`src/rtl/uart_tx_arbiter_if.sv`:
```
// Signal bundle between the two byte producers, the shared uart_tx and uart_tx_arbiter.
// The arbiter side uses modport master; producers and uart_tx together use modport slave.
interface uart_tx_arbiter_if;
    logic       req0_valid;
    logic [7:0] req0_data;
    logic       req0_ready;
    logic       req1_valid;
    logic [7:0] req1_data;
    logic       req1_ready;
    logic       tx_wr;
    logic [7:0] tx_byte;
    logic       tx_active;
    logic       tx_done;

    modport master (
        input  req0_valid, req0_data, req1_valid, req1_data, tx_active, tx_done,
        output req0_ready, req1_ready, tx_wr, tx_byte
    );

    modport slave (
        output req0_valid, req0_data, req1_valid, req1_data, tx_active, tx_done,
        input  req0_ready, req1_ready, tx_wr, tx_byte
    );
endinterface

```
`src/rtl/uart_tx_arbiter.sv`:
```
// Round-robin sharing of one uart_tx between two producers, each behind a DEPTH-entry FIFO.
// Define UART_ARB_CRLF_EN to transmit an extra 8'h0A after every completed 8'h0D frame.
module uart_tx_arbiter #(
    parameter int DEPTH = 4,
    parameter int AW    = 2
) (
    input  logic              clk,
    input  logic              rst_n,
    uart_tx_arbiter_if.master bus,
    output logic              busy,
    output logic [1:0]        ovf,
    output logic              grant
);
    localparam int            CW   = AW + 1;
    localparam logic [CW-1:0] FULL = CW'(DEPTH);

    typedef enum logic [2:0] {
        IDLE,
        SEND,
        WAIT_START,
        WAIT_DONE
`ifdef UART_ARB_CRLF_EN
        ,
        CRLF
`endif
    } state_t;

    state_t          state;
    state_t          after_frame;
    logic            last_grant;
    logic            tx_wr_q;
    logic [7:0]      tx_byte_q;

    logic [1:0]      valid;
    logic [1:0]      ready;
    logic [1:0]      push;
    logic [1:0]      pop;
    logic [1:0]      empty;
    logic [1:0][7:0] din;
    logic [1:0][7:0] head;
    logic            sel;
    logic            load;

    assign valid          = {bus.req1_valid, bus.req0_valid};
    assign din[0]         = bus.req0_data;
    assign din[1]         = bus.req1_data;
    assign bus.req0_ready = ready[0];
    assign bus.req1_ready = ready[1];
    assign bus.tx_wr      = tx_wr_q;
    assign bus.tx_byte    = tx_byte_q;

    for (genvar i = 0; i < 2; i++) begin : g_fifo
        logic [7:0]    mem [DEPTH];
        logic [AW-1:0] wptr;
        logic [AW-1:0] rptr;
        logic [CW-1:0] count;

        // Ready comes from the registered count only, so it never depends on this cycle's pop.
        assign ready[i] = (count != FULL);
        assign empty[i] = (count == '0);
        assign push[i]  = valid[i] & ready[i];
        assign head[i]  = mem[rptr];

        // NOTE: the storage array has no reset; an entry is only read once the count says it was written.
        always_ff @(posedge clk) begin
            if (push[i]) mem[wptr] <= din[i];
        end

        always_ff @(posedge clk or negedge rst_n) begin
            if (!rst_n) begin
                wptr  <= '0;
                rptr  <= '0;
                count <= '0;
            end else begin
                if (push[i]) wptr <= wptr + AW'(1);
                if (pop[i])  rptr <= rptr + AW'(1);
                case ({push[i], pop[i]})
                    2'b10:   count <= count + CW'(1);
                    2'b01:   count <= count - CW'(1);
                    default: ;
                endcase
            end
        end
    end

    // NOTE: every always_comb output gets a default first, so no path can infer a latch.
    always_comb begin
        sel = empty[0];
        if (!empty[0] && !empty[1]) sel = ~last_grant;
    end

    assign load = (state == IDLE) && (empty != 2'b11);
    assign pop  = {load & sel, load & ~sel};

    always_comb begin
        after_frame = IDLE;
`ifdef UART_ARB_CRLF_EN
        if (tx_byte_q == 8'h0D) after_frame = CRLF;
`endif
    end

    always_ff @(posedge clk or negedge rst_n) begin
        if (!rst_n) begin
            ovf <= 2'b00;
        end else begin
            ovf <= ovf | (valid & ~ready);
        end
    end

    // A reset mid-frame abandons the frame; its late tx_done lands in IDLE and is ignored.
    always_ff @(posedge clk or negedge rst_n) begin
        if (!rst_n) begin
            state      <= IDLE;
            tx_wr_q    <= 1'b0;
            tx_byte_q  <= 8'h00;
            busy       <= 1'b0;
            grant      <= 1'b0;
            last_grant <= 1'b1;
        end else begin
            case (state)
                IDLE: begin
                    if (load) begin
                        tx_byte_q  <= head[sel];
                        grant      <= sel;
                        last_grant <= sel;
                        tx_wr_q    <= 1'b1;
                        busy       <= 1'b1;
                        state      <= SEND;
                    end
                end
                SEND: begin
                    tx_wr_q <= 1'b0;
                    state   <= WAIT_START;
                end
                WAIT_START: begin
                    if (bus.tx_done) begin
                        state <= after_frame;
                        busy  <= (after_frame != IDLE);
                    end else if (bus.tx_active) begin
                        state <= WAIT_DONE;
                    end
                end
                WAIT_DONE: begin
                    if (bus.tx_done) begin
                        state <= after_frame;
                        busy  <= (after_frame != IDLE);
                    end
                end
`ifdef UART_ARB_CRLF_EN
                CRLF: begin
                    tx_byte_q <= 8'h0A;
                    tx_wr_q   <= 1'b1;
                    state     <= SEND;
                end
`endif
                default: begin
                    tx_wr_q <= 1'b0;
                    busy    <= 1'b0;
                    state   <= IDLE;
                end
            endcase
        end
    end
endmodule

```
`src/flat_wrapper.sv`:
```
// flat-port wrapper written by rule: the top's interface ports become plain ports
module uart_tx_arbiter_flat 
#(
    parameter int DEPTH = 4,
    parameter int AW    = 2
)
  (clk, rst_n, busy, ovf, grant, bus_req0_valid, bus_req0_data, bus_req1_valid, bus_req1_data, bus_tx_active, bus_tx_done, bus_req0_ready, bus_req1_ready, bus_tx_wr, bus_tx_byte);
  uart_tx_arbiter_if bus_i ();
  input  logic clk;
  input  logic rst_n;
  output logic busy;
  output logic [1:0] ovf;
  output logic grant;
  input wire logic [$bits(bus_i.req0_valid)-1:0] bus_req0_valid;
  input wire logic [$bits(bus_i.req0_data)-1:0] bus_req0_data;
  input wire logic [$bits(bus_i.req1_valid)-1:0] bus_req1_valid;
  input wire logic [$bits(bus_i.req1_data)-1:0] bus_req1_data;
  input wire logic [$bits(bus_i.tx_active)-1:0] bus_tx_active;
  input wire logic [$bits(bus_i.tx_done)-1:0] bus_tx_done;
  output wire logic [$bits(bus_i.req0_ready)-1:0] bus_req0_ready;
  output wire logic [$bits(bus_i.req1_ready)-1:0] bus_req1_ready;
  output wire logic [$bits(bus_i.tx_wr)-1:0] bus_tx_wr;
  output wire logic [$bits(bus_i.tx_byte)-1:0] bus_tx_byte;
  assign bus_i.req0_valid = bus_req0_valid;
  assign bus_i.req0_data = bus_req0_data;
  assign bus_i.req1_valid = bus_req1_valid;
  assign bus_i.req1_data = bus_req1_data;
  assign bus_i.tx_active = bus_tx_active;
  assign bus_i.tx_done = bus_tx_done;
  assign bus_req0_ready = bus_i.req0_ready;
  assign bus_req1_ready = bus_i.req1_ready;
  assign bus_tx_wr = bus_i.tx_wr;
  assign bus_tx_byte = bus_i.tx_byte;
  uart_tx_arbiter #(.DEPTH(DEPTH), .AW(AW)) u_core (.clk(clk), .rst_n(rst_n), .bus(bus_i), .busy(busy), .ovf(ovf), .grant(grant));
endmodule
```
`config.mk`:
```
export PLATFORM = sky130hd
export DESIGN_NAME = uart_tx_arbiter_flat
export DESIGN_NICKNAME = d
export VERILOG_FILES = /design/src/rtl/uart_tx_arbiter_if.sv /design/src/rtl/uart_tx_arbiter.sv /design/src/flat_wrapper.sv
export SDC_FILE = /design/constraint.sdc
export NUM_CORES = 1
export LEC_CHECK = 0
export CAP_MARGIN = 15
export CORE_UTILIZATION = 40
export DETAILED_ROUTE_END_ITERATION = 6
export GPL_TIMING_DRIVEN = 0
export SLEW_MARGIN = 40
export SYNTH_ARGS = -nofsm -noshare
export SYNTH_HDL_FRONTEND = slang
export SYNTH_SLANG_ARGS = --single-unit
```
`constraint.sdc`:
```
create_clock -name clk -period 5.3 [get_ports clk]
set_input_delay 1.06 -clock clk [delete_from_list [all_inputs] [get_ports clk]]
set_output_delay 1.06 -clock clk [all_outputs]
set_load 0.03 [all_outputs]
```
## Word-level counts from Yosys, hierarchy flattened

Memories as Yosys holds them, arrays and structs flattened.
Index checks and enable logic that the tools add are counted.
W data, S select, Z words.

- Add/sub/neg operators: 8
- Order comparisons: 1
- Equality and inequality tests: 14
- Multiplexer cells: 18
- Bitwise operators: 11
- Reductions and logical operators: 14

Operator list:

| kind | count |
|---|---|
| $mux W8 | 2 |
| $mux W3 | 4 |
| $pmux W3 S2 | 2 |
| $pmux W3 S4 | 1 |
| $logic_not A3 Y1 | 3 |
| $ne A3 B3 Y1 const B | 3 |
| $add A2 B1 Y2 const B | 4 |
| $mux W1 | 7 |
| $add A3 B1 Y3 const B | 2 |
| $eq A3 B2 Y1 const B | 2 |
| $reduce_and A3 Y1 | 2 |
| $sub A3 B1 Y3 const B | 2 |
| $and A1 B1 Y1 | 4 |
| $eq A2 B1 Y1 const B | 2 |
| $eq A2 B2 Y1 const B | 2 |
| $ne A2 B1 Y1 const B | 2 |
| $ne A2 B2 Y1 const B | 2 |
| $not A1 Y1 | 4 |
| $reduce_and A2 Y1 | 2 |
| $reduce_bool A2 Y1 | 2 |
| $eq A3 B1 Y1 const B | 1 |
| $pmux W1 S3 | 1 |
| $and A2 B2 Y2 | 1 |
| $logic_and A1 B1 Y1 | 2 |
| 6 further kinds | 7 |

- Register bits: 31
- Bits in writable memories: 64
- Input bits: 22
- Output and inout port bits: 15
- Logic and storage cells: 81
- Memories: 2

Memory list:

| memory | depth | width | read ports | clocked after Yosys merged registers in | wr ports | line | source |
|---|---|---|---|---|---|---|---|
| u_core.g_fifo[0].mem | 4 | 8 | 1 | 0 | 1 | uart_tx_arbiter.sv:53 | `logic [7:0] mem [DEPTH];` |
| u_core.g_fifo[1].mem | 4 | 8 | 1 | 0 | 1 | uart_tx_arbiter.sv:53 |  |

## Logic depth before layout (Yosys ltp)

Gate-level depths: netlist of run 1.

- Word-level depth: 8
- Gate-level depth with buffers: 10
- Depth with buffers taken out: 9

## Worst setup path before layout of run 1

Ideal clock, no wire load.

- Path type: input to register
- From: in bus_req0_valid
- To: reg u_core.g_fifo[0].count[2]
- Setup time: 0.079 ns
- Arrival: 2.256 ns
- Required time: 5.221 ns
- Setup slack: 2.965 ns
- Stages on the path: 8
- Path through: nor2b_1 -> inv_1 -> ha_1 -> inv_1 -> fa_1 -> xor2_1 -> nor2_1 -> xor2_1

- Longest elaborated chain between the ends: 3
- Elaborated cells between the ends (all ways): 5
- Classes of those cells: eq/ne: 2; mux: 1; bitwise: 1; reduce/logical: 1

Ends and longest elaborated chain:

| what | line | source |
|---|---|---|
| from (decl) | flat_wrapper.sv:14 | `input wire logic [$bits(bus_i.req0_valid)-1:0] bus_req0_valid;` |
| $and A1 B1 Y1 (*) | uart_tx_arbiter.sv:61 | `assign push[i] = valid[i] & ready[i];` |
| $eq A2 B1 Y1 / $eq A2 B2 Y1 (equally long branches) | uart_tx_arbiter.sv:77 | `case ({push[i], pop[i]})` |
| $pmux W3 S2 / $reduce_bool A2 Y1 (equally long branches) | - |  |
| to (signal assigned) | uart_tx_arbiter.sv:78 | `2'b10: count <= count + CW'(1);` |
| to (signal assigned) | uart_tx_arbiter.sv:79 | `2'b01: count <= count - CW'(1);` |
| to (decl) | uart_tx_arbiter.sv:56 | `logic [CW-1:0] count;` |

Mark *: on every way between the ends. The rest lies on a longest branch, timed or not.
A chain may end at the register's enable or synchronous reset.

## Final worst setup path of run 1

- From: reg u_core.g_fifo[0].count[0]
- To: out bus_req0_ready

- Longest elaborated chain between the ends: 1

Ends and longest elaborated chain:

| what | line | source |
|---|---|---|
| $ne A3 B3 Y1 | uart_tx_arbiter.sv:59 | `assign ready[i] = (count != FULL);` |
| to (decl) | flat_wrapper.sv:20 | `output wire logic [$bits(bus_i.req0_ready)-1:0] bus_req0_ready;` |

No other way between the ends.

==> results.sh, run 1 <==
export IMPL_status="finished, final reports clean"
export IMPL_clkPwrFrac=0.173
export IMPL_ctsResizeCount=0
export IMPL_numPortBuffers=36
export IMPL_synth_edf_count=64
export IMPL_r2r_cells=10
export IMPL_diodes=0
export IMPL_die_w_um=99.90
export IMPL_cts_hold_buffers_added=0
export IMPL_syn_avg_cell_area_um2=17.51
export IMPL_syn_to_final_growth_pct=18.64
export IMPL_finalSetupTns_ns=0
export IMPL_hold_violations=0
export IMPL_maxCapViolations=0
export IMPL_dpl_instance_area_um2=4365
export IMPL_ys_warn_count=0
export IMPL_synth_adder_area_share=0.04308
export IMPL_clkTransAtPathRegs_ns=0.09
export IMPL_grt_setup_unrepaired="false"
export IMPL_wl_mm=6.318
export IMPL_cts_buffers=9
export IMPL_grt_pass1_wl_mm=10.45
export IMPL_drt_antenna_violating_nets=0
export IMPL_synthesis_area_um2=3834
export IMPL_skew_ns=0.009395
export IMPL_drt_first_pass_iters=4
export IMPL_final_common_cell="edfxtp_1"
export IMPL_viasPerCell=4.825
export IMPL_grt_overflow_total=0
export IMPL_first_iter_violations=82
export IMPL_rows=35
export IMPL_htreeDepth=3
export IMPL_via_count=1935
export IMPL_synth_area_mux_share=0.1025
export IMPL_min_period_ns=2.925
export IMPL_whs_ns=0.4719
export IMPL_synth_net_count=253
export IMPL_yosys_area_share_simple=0.05483
export IMPL_p_switching_uw=882.4
export IMPL_drc=0
export IMPL_grt_pass1_vias=2022
export IMPL_clk_latency_ns=0.36
export IMPL_worstMarginPinSlew_ns=0.6136
export IMPL_cts_tree="yes"
export IMPL_vdd_ir_drop_max_uv=188.5
export IMPL_synth_xor_area_frac=0.02742
export IMPL_post_route_period_util=0.5519
export IMPL_synth_compound_area_frac=0.04471
export IMPL_fmax_ghz=0.3419
export IMPL_grt_use_total=0.1450
export IMPL_layout_nets=301
export IMPL_holdPathStages=1
export IMPL_die_y_um=99.90
export IMPL_cts_sinks=94
export IMPL_synth_top_family_by_area="multiplexers"
export IMPL_synthArstFlopShare=0.3191
export IMPL_p_seq_frac=0.445
export IMPL_cp_end_kind="output port"
export IMPL_worstPathRequired_ns=4.24
export IMPL_swShare=0.3496
export IMPL_final_layout_size_suffix_gt1_frac=0.1544
export IMPL_drv_slew=0
export IMPL_grt_max_degree=18
export IMPL_io_pins=37
export IMPL_p_int_mw=1.642
export IMPL_antenna_found_initial=0
export IMPL_synthCells=219
export IMPL_final_cell_mix="edfxtp_1 (64), clkdlybuf4s50_1 (35), dfrtp_1 (29)"
export IMPL_synth_ff_type="edfxtp_1"
export IMPL_yosysSeqAreaShare=0.6975
export IMPL_crit_type="flip-flop to output port"
export IMPL_startpoint_type="flip-flop"
export IMPL_clockBufferDepth=2
export IMPL_dpl_hpwl_mm=4.389
export IMPL_p_comb_frac=0.382
export IMPL_min_path_type="flip-flop to flip-flop"
export IMPL_arrival_ns=1.87
export IMPL_leakage_nw=1.666
export IMPL_yosysUniqueCellTypes=35
export IMPL_start_util=0.4129
export IMPL_clockRootBuffer="clkbuf_8"
export IMPL_gp_congestion=0.7045
export IMPL_ys_ff_latch=94
export IMPL_slew_headroom=0.5910
export IMPL_setup_violations_final=0
export IMPL_cts_setup_buffers=0
export IMPL_die_area_um2=9980
export IMPL_power_density_nw_per_um2=555.0
export IMPL_fin_area_um2=4548
export IMPL_fp_coreArea_um2=9284
export IMPL_crit_path_max_fanout=5
export IMPL_routedWlPerCell_um=15.76
## metrics by stage
step,worst slack (ns),utilization,power [mW],cells
6_report,2.375,0.4899,2.524,401
5_1_grt,2.221,0.4899,2.699,401
4_1_cts,2.341,0.4899,2.567,401
3_5_place_dp,2.313,0.4702,2.129,385
3_3_place_gp,2.345,0.4691,2.105,384
2_1_floorplan,2.965,-,1.814,219
## sequential cells by signal, indices dropped and copies added, names as in the netlist
register and count:
u_core.g_fifo.mem 64, u_core.bus.tx_byte 8, u_core.g_fifo.count 6, u_core.g_fifo.rptr 4, u_core.g_fifo.wptr 4, u_core.ovf 2
u_core.state 2, u_core.bus.tx_wr 1, u_core.busy 1, u_core.grant 1, u_core.last_grant 1
## cell usage after synthesis, types with 2 or more instances
cell / count / area, um^2
edfxtp_1: 64 / 1922
dfrtp_1: 29 / 725.7
inv_1: 19 / 71.32
mux4_2: 16 / 360.4
ha_1: 10 / 125.1
a221o_1: 8 / 80.08
and2_1: 8 / 50.05
and4_1: 8 / 70.07
xnor2_1: 7 / 61.31
nand2_1: 6 / 22.52
o21ai_0: 5 / 25.02
xor2_1: 5 / 43.79
clkbuf_1: 3 / 11.26
nor2_1: 3 / 11.26
a21o_1: 2 / 15.01
buf_2: 2 / 10.01
fa_1: 2 / 40.04
mux2_2: 2 / 22.52
nor2b_1: 2 / 12.51
nor3b_1: 2 / 15.01
or3_1: 2 / 12.51
## metal layers
metal | up-vias | share of wire | global-route usage
met5 | - | 0 | 0
met4 | 0 | 0.022 | 0.07466
met3 | 12 | 0.027 | 0.02994
met2 | 39 | 0.47 | 0.2207
met1 | 959 | 0.48 | 0.1986
li1 | 925 | - | -
## power groups by stage
stage	Sequential (mW)	Combinational, mW	Clock, mW
6_report	1.12	0.964	0.437
5_1_grt	1.15	1.07	0.479
4_1_cts	1.13	0.988	0.453
3_5_place_dp	1.14	0.987	0
3_3_place_gp	1.13	0.971	0
2_1_floorplan	1.20	0.612	0
## critical path, cell delays in order, from the launching register on
cell	delay (ns)
dfrtp_1	0.44
nor3b_1	0.40
inv_1	0.08
clkdlybuf4s50_1	0.60
## layout make-up
cell class	instances	area, um^2
timing repair buffer	37	370.4
tap	129	161.4
clock inverter	7	58.81
clock buffer	9	123.9
sequential	94	2674
multi-input combinational	98	1045
inverter	19	71.32
fill	844	4736
buffer	8	43.79
## final timing paths
path	startpoint	slack [ns]	end
min in group asynchronous	rst_n	0.62	u_core.bus.tx_wr
hold reg to reg	u_core.ovf[1]	0.47	u_core.ovf[1]
hold / removal	u_core.ovf[1]	0.47	u_core.ovf[1]
setup reg to reg	u_core.state[1]	2.78	u_core.g_fifo[1].count[2]
setup / recovery	u_core.g_fifo[0].count[0]	2.37	bus_req0_ready
max in group asynchronous	rst_n	4.24	u_core.g_fifo[0].count[1]
## cell families (layout without fill, tap and decap cells)
| kind of cell | count (synthesis) | after routing |
|---|---|---|
| fa+ha+maj | 12 | 12 |
| mux | 19 | 19 |
| compound gates | 21 | 21 |
| xor+xnor | 12 | 12 |
| buf+inv | 27 | 80 |
| simple gates | 34 | 34 |
| flops | 94 | 94 |
Power figures use the tool's default switching activity.
==> run 2, diff against run 1 <==
Clock period 5.3 ns to 2.44 ns, I/O delays scaled along.
==> results.sh, run 2 (synthesis results as in run 1) <==
export IMPL_regMostFlops="u_core.g_fifo.mem"
export IMPL_cts_buffers=9
export IMPL_regArea_um2=2674
export IMPL_start_util=0.4129
export IMPL_grt_pass1_vias=2019
export IMPL_grt_pass1_wl_mm=10.43
export IMPL_arrival_ns=2.55
export IMPL_syn_to_final_growth_pct=19.52
export IMPL_die_y_um=99.90
export IMPL_dpl_instance_area_um2=4365
export IMPL_power_density_nw_per_um2=1210
export IMPL_drt_antenna_violating_nets=0
export IMPL_critPathSlowestCell="dfrtp_1"
export IMPL_post_route_period_util=0.9285
export IMPL_r2r_setup_slack_ns=0.17
export IMPL_die_area_um2=9980
export IMPL_postLayoutCoreUtil=0.4935
export IMPL_io_pins=37
export IMPL_largest_reg_flops=64
export IMPL_p_switching_mw=1.958
export IMPL_diodes=0
export IMPL_antenna_found_initial=0
export IMPL_instances_no_fill=400
export IMPL_rows=35
export IMPL_crit_path_max_fanout=10
export IMPL_via_count=1950
export IMPL_drv_slew=0
export IMPL_maxCapViolations=0
export IMPL_final_layout_size_suffix_gt1_frac=0.1771
export IMPL_p_seq_frac=0.446
export IMPL_clkPwrFrac=0.171
export IMPL_power_mw=5.544
export IMPL_cts_tree="yes"
export IMPL_startpoint_type="flip-flop"
export IMPL_layout_nets=300
export IMPL_post_place_ws_ns=-0.07935
export IMPL_cpMostUsedCell="xor2_1"
export IMPL_cp_end_kind="flip-flop"
export IMPL_die_w_um=99.90
export IMPL_gp_congestion=0.7045
export IMPL_grt_overflow_total=0
export IMPL_worstMarginPinSlew_ns=0.6202
export IMPL_whs_ns=0.04729
export IMPL_drc=0
export IMPL_final_cell_mix="edfxtp_1 (64), clkdlybuf4s50_1 (35), dfrtp_1 (29)"
export IMPL_finalSetupTns_ns=0
export IMPL_grt_use_total=0.1449
export IMPL_dpl_hpwl_mm=4.389
export IMPL_htreeDepth=3
export IMPL_n_fill_cell=842
export IMPL_final_common_cell="edfxtp_1"
export IMPL_cts_setup_buffers=0
export IMPL_viasPerCell=4.875
export IMPL_clkTransAtPathRegs_ns=0.09
export IMPL_p_int_mw=3.586
export IMPL_wl_mm=6.391
export IMPL_max_stage_delay_ns=0.45
export IMPL_status="finished, final reports clean"
export IMPL_clockBufferDepth=2
export IMPL_fmax_ghz=0.4414
export IMPL_fin_ws_ns=0.1744
export IMPL_clockRootBuffer="clkbuf_8"
export IMPL_vdd_ir_drop_max_uv=402.9
export IMPL_p_comb_frac=0.383
export IMPL_numPortBuffers=36
export IMPL_fin_area_um2=4582
export IMPL_routedWlPerCell_um=15.98
export IMPL_hold_violations=0
export IMPL_swShare=0.3532
export IMPL_first_iter_violations=64
export IMPL_cts_sinks=94
export IMPL_fp_coreArea_um2=9284
export IMPL_slew_headroom=0.5866
export IMPL_clk_latency_ns=0.36
export IMPL_min_period_ns=2.266
export IMPL_worstPathRequired_ns=2.72
export IMPL_dp_cells=385
export IMPL_skew_ns=0.008384
export IMPL_path_cells="nor3_2 -> o211a_1 -> buf_2 -> ha_1 -> inv_1 -> fa_1 -> xor2_1 -> nor2_1 -> xor2_1"
export IMPL_min_path_type="input port to async pin"
export IMPL_setup_violations_final=0
export IMPL_cts_hold_buffers_added=0
export IMPL_grt_max_degree=18
export IMPL_crit_type="flip-flop to flip-flop"
export IMPL_multi_input_area_um2=1081
export IMPL_grt_setup_unrepaired="false"
export IMPL_drt_first_pass_iters=4
export IMPL_leakage_nw=1.676
[run 2: cell types whose count changed in the layout (fill, tap and decap cells not counted), sizes merged]
cell,previous run,this run
clkbuf,12,11
[run 2: per-layer routing]
layer / GRT usage / up-vias / part of all wire
met2: 0.2207 / 38 / 0.47
met1: 0.1981 / 977 / 0.48
met4: 0.07466 / 0 / 0.022
met3: 0.02994 / 12 / 0.029
li1: - / 923 / -
met5: 0 / - / 0
[run 2: repair_timing]
action	4_1_cts	5_1_grt
setup endpoints to repair	1	4
pin swaps	0	1
gates resized for setup	2	6
[run 2: path summary, 6_finish.rpt]
path	from	endpoint	depth (start not counted)
max in group asynchronous	rst_n	u_core.g_fifo[0].count[1]	2
min in group clk	u_core.ovf[1]	u_core.ovf[1]	1
min reg2reg	u_core.ovf[1]	u_core.ovf[1]	1
min	rst_n	u_core.bus.tx_wr	1
max	u_core.g_fifo[1].count[1]	u_core.g_fifo[0].count[2]	9
max reg2reg	u_core.g_fifo[1].count[1]	u_core.g_fifo[0].count[2]	9
[run 2: final cells by class]
cell class | count | share of cell area
Clock buffer | 9 | 0.02703
Multi-Input combinational cell | 98 | 0.2359
Buffer | 7 | 0.009011
Timing Repair Buffer | 37 | 0.08083
Tap cell | 129 | 0.03523
Sequential cell | 94 | 0.5836
Clock inverter | 7 | 0.01283
Inverter | 19 | 0.01557
[run 2: power by group through the flow]
stage          sequential, mW  combinational, mW  clock [mW]
3_3_place_gp             2.47               2.11           0
3_5_place_dp             2.48               2.14           0
4_1_cts                  2.46               2.15       0.984
6_report                 2.47               2.12       0.949
2_1_floorplan            2.61               1.33           0
5_1_grt                  2.53               2.35        1.04
[run 2: worst max-delay path, delay by kind of cell (launching register included)]
kind,cells,cell delay (ns)
AOI/OAI and AO/OA,1,0.16
xor gates and xnor gates,2,0.31
adders and majority gates,2,0.60
buffers and inverters,2,0.30
DFF,1,0.45
and+or+nand+nor,2,0.36
==> run 3, diff against run 2 <==
Settings changed: CTS_BUF_LIST set to sky130_fd_sc_hd__clkbuf_4 sky130_fd_sc_hd__clkbuf_8, SETUP_SLACK_MARGIN set to 0.2.
==> results.sh, run 3 (synthesis results as in run 1) <==
export IMPL_status="finished, final reports clean"
export IMPL_swShare=0.3524
export IMPL_numPortBuffers=36
export IMPL_p_int_mw=3.687
export IMPL_drt_first_pass_iters=4
export IMPL_drt_antenna_violating_nets=0
export IMPL_wl_mm=6.451
export IMPL_rows=35
export IMPL_min_path_type="input port to async pin"
export IMPL_final_layout_size_suffix_gt1_frac=0.2210
export IMPL_routedWlPerCell_um=15.93
export IMPL_grt_max_degree=18
export IMPL_vdd_ir_drop_max_uv=435.9
export IMPL_layout_nets=305
export IMPL_arrival_ns=2.36
export IMPL_final_common_cell="edfxtp_1"
export IMPL_clockRootBuffer="clkbuf_8"
export IMPL_antenna_found_initial=0
export IMPL_p_comb_frac=0.393
export IMPL_htreeDepth=3
export IMPL_viasPerCell=4.854
export IMPL_gp_congestion=0.7045
export IMPL_cts_hold_buffers_added=0
export IMPL_finalSetupTns_ns=0
export IMPL_cts_sinks=94
export IMPL_leakage_nw=1.701
export IMPL_die_y_um=99.90
export IMPL_clockBufferDepth=2
export IMPL_slew_headroom=0.5857
export IMPL_largest_reg_flops=64
export IMPL_p_switching_mw=2.006
export IMPL_worstPathRequired_ns=2.69
export IMPL_die_area_um2=9980
export IMPL_clkTransAtPathRegs_ns=0.09
export IMPL_crit_path_max_fanout=10
export IMPL_grt_use_total=0.1456
export IMPL_via_count=1966
export IMPL_final_cell_mix="edfxtp_1 (64), clkdlybuf4s50_1 (33), dfrtp_1 (25)"
export IMPL_drc=0
export IMPL_drv_slew=0
export IMPL_grt_pass1_vias=2051
export IMPL_grt_overflow_total=0
export IMPL_fin_ws_ns=0.3369
export IMPL_fmax_ghz=0.4755
export IMPL_regMostFlops="u_core.g_fifo.mem"
export IMPL_cts_tree="yes"
export IMPL_io_pins=37
export IMPL_die_w_um=99.90
export IMPL_min_period_ns=2.103
export IMPL_dpl_hpwl_mm=4.389
export IMPL_syn_to_final_growth_pct=21.70
export IMPL_diodes=0
export IMPL_cp_end_kind="flip-flop"
export IMPL_clkPwrFrac=0.167
export IMPL_first_iter_violations=58
export IMPL_fp_coreArea_um2=9284
export IMPL_post_place_ws_ns=-0.07935
export IMPL_grt_pass1_wl_mm=10.52
export IMPL_cts_buffers=9
export IMPL_clk_latency_ns=0.36
export IMPL_startpoint_type="flip-flop"
export IMPL_p_seq_frac=0.439
export IMPL_maxCapViolations=0
export IMPL_setup_violations_final=0
export IMPL_hold_violations=0
export IMPL_worstMarginPinSlew_ns=0.6214
export IMPL_grt_setup_unrepaired="false"
export IMPL_post_route_period_util=0.8619
export IMPL_power_density_nw_per_um2=1220
export IMPL_start_util=0.4129
export IMPL_skew_ns=0.008615
export IMPL_crit_type="flip-flop to flip-flop"
==> run 3: worst max-delay path: stages (launching register included) <==
cell	delay [ns]
dfrtp_2	0.47
or3_4	0.42
buf_6	0.15
nand3_2	0.10
inv_1	0.06
ha_2	0.19
inv_1	0.07
fa_2	0.19
xor2_1	0.16
nor2_1	0.07
xor2_1	0.13
==> run 3: power groups by stage <==
stage	Sequential, mW	Clock, mW	Combinational [mW]
after global routing	2.56	1.04	2.47
final	2.50	0.953	2.24
after global placement	2.47	0	2.11
after detailed placement	2.48	0	2.14
after CTS	2.48	0.984	2.19
after floorplan	2.61	0	1.33
==> run 3: path summary, 6_finish.rpt <==
| path | slack [ns] | cells after the start | startpoint | to |
|---|---|---|---|---|
| setup / recovery | 0.34 | 10 | u_core.g_fifo[1].count[0] | u_core.g_fifo[1].count[2] |
| hold / removal | 0.05 | 1 | rst_n | u_core.bus.tx_wr |
| setup reg to reg | 0.34 | 10 | u_core.g_fifo[1].count[0] | u_core.g_fifo[1].count[2] |
| hold reg to reg | 0.47 | 1 | u_core.ovf[1] | u_core.ovf[1] |
| max in group asynchronous | 1.94 | 2 | rst_n | u_core.g_fifo[0].count[0] |
| min in group clk | 0.47 | 1 | u_core.ovf[1] | u_core.ovf[1] |
==> run 3: layout make-up <==
class / count / area [um^2]
tap: 129 / 161.4
multi-input combinational: 98 / 1112
buffer: 8 / 61.31
inverter: 19 / 71.32
clock inverter: 7 / 58.81
fill: 828 / 4618
sequential: 94 / 2679
clock buffer: 9 / 123.9
timing repair buffer: 41 / 397.9
==> run 3: stage by stage <==
step                      instances  power, mW    util  hold WS, ns  instance area [um^2]
final                           405      5.694  0.5026      0.04511                  4666
after global routing            405      6.071  0.5026      0.06753                  4666
after CTS                       402      5.647  0.4951      0.05003                  4597
after detailed placement        385      4.624  0.4702       0.4452                  4365
after global placement          384      4.573  0.4691       0.4458                  4355
after floorplan                 219      3.941       -       0.1924                  3834
==> run 3: per-layer routing <==
layer / wire length [um] / global-route usage / up-vias
met3: 194 / 0.02925 / 14
li1: - / - / 934
met2: 3055 / 0.2239 / 40
met5: 0 / 0 / -
met1: 3052 / 0.1976 / 978
met4: 148 / 0.07579 / 0
==> run 3: what timing repair did <==
item	in CTS	in global routing
endpoints found under the setup margin	5	4
buffers inserted	1	3
pin swaps	1	2
gates resized for setup	13	17
